### config.mk
export PLATFORM = sky130hd
export DESIGN_NAME = mem_arbiter
export DESIGN_NICKNAME = d
export VERILOG_FILES = /design/src/rtl/mem_arbiter.sv
export SDC_FILE = /design/constraint.sdc
export NUM_CORES = 1
export LEC_CHECK = 0
export BUFFER_PORTS_ARGS = -buffer_cell sky130_fd_sc_hd__buf_2
export CAP_MARGIN = 20
export CORE_AREA = 2 2 97 99
export DETAILED_ROUTE_END_ITERATION = 7
export DIE_AREA = 0 0 99 101
export SLEW_MARGIN = 10
export SYNTH_ARGS = -nofsm -noshare
export SYNTH_HDL_FRONTEND = slang
export SYNTH_SLANG_ARGS = --single-unit
export TNS_END_PERCENT = 5
### constraint.sdc
create_clock -name clk -period 1.68 [get_ports clk]
set_input_delay 0.336 -clock clk [delete_from_list [all_inputs] [get_ports clk]]
set_output_delay 0.336 -clock clk [all_outputs]
set_load 0.01 [all_outputs]
### src/rtl/mem_arbiter.sv
// Two-port (instruction/data) arbiter in front of a shared single-port RAM.
// Requests are granted in the same cycle and answered with a fixed one-cycle latency.
module mem_arbiter #(
  parameter int unsigned MEM_WORDS  = 32,
  parameter int unsigned STARVE_MAX = 3
) (
  input  logic                         clk,
  input  logic                         rst,

  input  logic                         i_req,
  input  logic [31:0]                  i_addr,
  output logic                         i_gnt,
  output logic                         i_rvalid,
  output logic [31:0]                  i_rdata,
  output logic                         i_err,

  input  logic                         d_req,
  input  logic                         d_we,
  input  logic [3:0]                   d_be,
  input  logic [31:0]                  d_addr,
  input  logic [31:0]                  d_wdata,
  output logic                         d_gnt,
  output logic                         d_rvalid,
  output logic [31:0]                  d_rdata,
  output logic                         d_err,

  output logic                         m_en,
  output logic                         m_we,
  output logic [3:0]                   m_be,
  output logic [$clog2(MEM_WORDS)-1:0] m_addr,
  output logic [31:0]                  m_wdata,
  input  logic [31:0]                  m_rdata
);

  localparam int unsigned AW = $clog2(MEM_WORDS);
  localparam int unsigned SW = (STARVE_MAX > 0) ? $clog2(STARVE_MAX + 1) : 1;

  // Registered state: starvation counter and the owner of the response in flight.
  logic [SW-1:0] starve_cnt;
  logic          rsp_valid;
  logic          rsp_data_port;
  logic          rsp_we;
  logic          rsp_err;

  logic          i_bad;
  logic          d_bad;
  logic          starved;
  logic          i_rvalid_int;
  logic          d_rvalid_int;
  logic          rsp_has_data;

  // Address legality: word aligned and inside the RAM.
  always_comb begin
    i_bad   = (i_addr[1:0] != 2'b00) || ({2'b00, i_addr[31:2]} >= 32'(MEM_WORDS));
    d_bad   = (d_addr[1:0] != 2'b00) || ({2'b00, d_addr[31:2]} >= 32'(MEM_WORDS));
    starved = (starve_cnt == SW'(STARVE_MAX));
  end

  // Arbitration and RAM drive; an illegal request is granted but never touches the RAM.
  always_comb begin
    i_gnt   = 1'b0;
    d_gnt   = 1'b0;
    m_en    = 1'b0;
    m_we    = 1'b0;
    m_be    = 4'h0;
    m_addr  = '0;
    m_wdata = 32'h0;
    if (!rst) begin
      if (d_req && !(i_req && starved)) begin
        d_gnt = 1'b1;
      end else if (i_req) begin
        i_gnt = 1'b1;
      end

      if (d_gnt && !d_bad) begin
        m_en    = 1'b1;
        m_we    = d_we;
        m_be    = d_be;
        m_addr  = d_addr[2 +: AW];
        m_wdata = d_wdata;
      end else if (i_gnt && !i_bad) begin
        m_en    = 1'b1;
        m_we    = 1'b0;
        m_be    = 4'hF;
        m_addr  = i_addr[2 +: AW];
        m_wdata = d_wdata;
      end
    end
  end

  // Starvation counter and response-owner capture at the grant edge.
  always_ff @(posedge clk) begin
    if (rst) begin
      starve_cnt    <= '0;
      rsp_valid     <= 1'b0;
      rsp_data_port <= 1'b0;
      rsp_we        <= 1'b0;
      rsp_err       <= 1'b0;
    end else begin
      if (i_req && !i_gnt) begin
        if (!starved) begin
          starve_cnt <= starve_cnt + SW'(1);
        end
      end else begin
        starve_cnt <= '0;
      end

      rsp_valid     <= i_gnt || d_gnt;
      rsp_data_port <= d_gnt;
      rsp_we        <= d_gnt && d_we;
      rsp_err       <= d_gnt ? d_bad : (i_gnt && i_bad);
    end
  end

  // Response decode; a pending response is dropped as soon as reset is asserted.
  always_comb begin
    i_rvalid_int = rsp_valid && !rsp_data_port && !rst;
    d_rvalid_int = rsp_valid &&  rsp_data_port && !rst;
    rsp_has_data = !rsp_we && !rsp_err;

    i_rvalid = i_rvalid_int;
    i_err    = i_rvalid_int && rsp_err;
    i_rdata  = (i_rvalid_int && rsp_has_data) ? m_rdata : 32'h0;

    d_rvalid = d_rvalid_int;
    d_err    = d_rvalid_int && rsp_err;
    d_rdata  = (d_rvalid_int && rsp_has_data) ? m_rdata : 32'h0;
  end

endmodule

==> results.ini <==
[critical_path]
path_buf_inv=2
required_ps=1340
rrSetupSlack_ps=260
path_class=flop to primary output
r2r_start=starve_cnt[0]
cp_top_family=simple AND/OR/NAND/NOR gates
reg2reg_to=rsp_we
slowest_stage=dfxtp_2
reg2reg_depth=7
arrival_ps=1740
endpoint_kind=primary output
path_cells=ha_4 > a21boi_4 > and2b_2 > nand3_4 > buf_4 > a22oi_2 > buf_2
worst-path-stages=7
cp-start-kind=flop
crit_fanout=5
critPathMaxStageDelay_ps=320

[floorplan]
rows=35
dieArea_sq_um=10000
die_y_um=101
die_w_um=99
core-area_sq_um=8980
io_pins=250
start_util_pct=16.8

[sta]
fmax_mhz=482
grt_setup_unrepaired=true
finalSetupViolCount=109
setup_ws_ps=-394
relSlewSlack_pct=81.2
skew_ps=1.06
final_hold_viol_count=0
hold_slack_ps=363
finalSetupTns_ps=-18160
timing_worst_slew_pin_value_ps=279
drv_slew=0
finalCriticalPeriod_ps=2070
fin_crit_sh_pct=123

[final_layout]
antenna_cells=0
fillers=941
final_area_sq_um=3230
nets=583
area_growth_syn_to_layout_pct=115
drive_gt1_share_pct=76.5

[drt]
drt-total-wl_mm=7.11
drc=0
wl_per_cell_um=12.8
ant_nets=0
vias=2352
drt_iter0_drc=44
dr.pass1.iters=4
vias_per_cell=4.25

[power_and_ir_drop]
switching_share_pct=28.1
p_comb_share_pct=48.4
power_switching_uw=202
leakagePower_nw=1.84
peakVddDrop_v=0.000126
seqPwrFrac_pct=22.0
internal_power_uw=518
pwr-share-clk_pct=29.5
p_per_area_nw_per_um2=223

[global_route]
first_global_vias=2074
grt_pass1_wl_mm=9.67
grt_usage_pct=11.8
grt_max_degree=38
antenna_found_initial=0
grt_remaining_overflow=0

[synth]
syn_area_sq_um=1510
synthFlopType=dfxtp_1
synth_warnings=0
synth.net_count=320
synth_commonest_cells=and2_1 (67), a21boi_2 (31), nor4_1 (9)
yosys.area_share.simple_pct=49.8
synth.area.mux_share_pct=0
synth_top_area_share_pct=27.8
ys_types=29
synth_most_common_cell=and2_1
synth_top_family_by_area=simple AND/OR/NAND/NOR gates
synth_xor_area_share_pct=0
synth_compound_area_share_pct=34.5
synth_top_cells_by_area=and2_1 (28%), a21boi_2 (23%), dfxtp_1 (8.0%)
synth.largest_area_cell=and2_1
synth-seq-cells=6
synth_edf_count=0
synthCells=182
synth_fa_ha_area_share_pct=0.830
yosysSeqAreaShare_pct=7.97
syn_area_per_cell_sq_um=8.28
async_reset_ff_share_pct=0

[clock_network]
clockBufferDepth=2
insertion_delay_ps=220
cts_tree=built
ctsHoldBuffers=0
clockRootBuffer=clkbuf_8
cts.sinks=6
cts_buffers=3
clk_pin_slew_worst_paths_ps=30
h-tree-depth=1

[place]
gp_congestion=0.763
hpwl_mm=6.02
placed_area_sq_um=3060
port_buffers=249

[min_path]
hold_class=primary input to flop
min_to=rsp_valid
hold_path_depth=3
hp-start=d_req

[run_status]
violations=negative setup slack
status=finished, violations left

[job]
drv_cap=0

-- per-layer routing --
metal  GRT usage [%]  share of wire (%)
met3            1.04                8.9
met2            22.5                 52
met1            14.1                 38
met5               0                  0
met4            3.06                1.1
-- kinds of logic (layout without fill, tap and decap cells) --
family	count (synthesis)	in the layout
AO/OA/AOI/OAI	48	48
AND/OR/NAND/NOR	111	111
buffers and inverters	16	277
adder cells (fa/ha/maj)	1	1
flip-flops	6	6
-- worst min-delay path, delay by kind of cell --
kind / cells / cell delay [ps]
buf+inv: 1 / 100
simple gates: 2 / 110
-- stage by stage --
stage / power [mW] / std cells / worst slack [ps] / util, %
floorplan: 0.259 / 182 / -78.0 / -
global placement: 0.488 / 543 / -396 / 34.0
detailed placement: 0.494 / 543 / -416 / 34.0
CTS: 0.724 / 549 / -447 / 35.1
global route: 0.767 / 554 / -485 / 36.0
finish: 0.720 / 554 / -394 / 36.0
-- cell usage in the layout, fill, tap and decap left out, types with 3 or more instances in the layout --
cell and count:
buf_2 246, and2_1 66, a22oi_2 5, nor4_2 3, nor4_1 5, nand4_1 7, a21boi_2 30, nor4_4 4
nand2_1 3, buf_4 20, dfxtp_2 4, a2bb2oi_2 4, nor3b_4 3, o21ai_0 3, clkbuf_8 3, buf_12 4
-- repair_timing --
action                                  CTS  global route
pin swaps                                14             2
setup buffers                             3             3
endpoints found under the setup margin  109           109
cloned                                    0             2
resized for setup                         8             4
-- state kept, by name (all words and copies together), names as in the netlist --
name	count
rsp_data_port	1
rsp_err	1
rsp_valid	1
rsp_we	1
starve_cnt	2
-- power by group through the flow --
stage	sequential [mW]	combinational [mW]	clock, mW
floorplan	0.157	0.102	0
global placement	0.158	0.330	0
finish	0.159	0.349	0.213
detailed placement	0.158	0.336	0
global route	0.160	0.379	0.228
CTS	0.159	0.346	0.219
-- worst max-delay path by stage --
stage                  start        end  slack, ps
6_report       starve_cnt[0]  m_addr[1]       -390
2_1_floorplan  starve_cnt[0]  m_addr[0]        -80
5_1_grt        starve_cnt[0]    m_be[1]       -490
3_5_place_dp      i_addr[25]  m_addr[1]       -420
4_1_cts        starve_cnt[0]    m_be[1]       -450
3_3_place_gp      i_addr[25]  m_addr[2]       -400
-- layout make-up --
cell class              count  area (sq um)  share of cell area, %
repair buffers            274          1530                   47.4
flip-flops and latches      6           125                   3.87
well taps                 111           139                   4.29
multi-input cells         160          1400                   43.1
clock buffers               3          41.3                   1.28
Power figures use the tool's default switching activity.
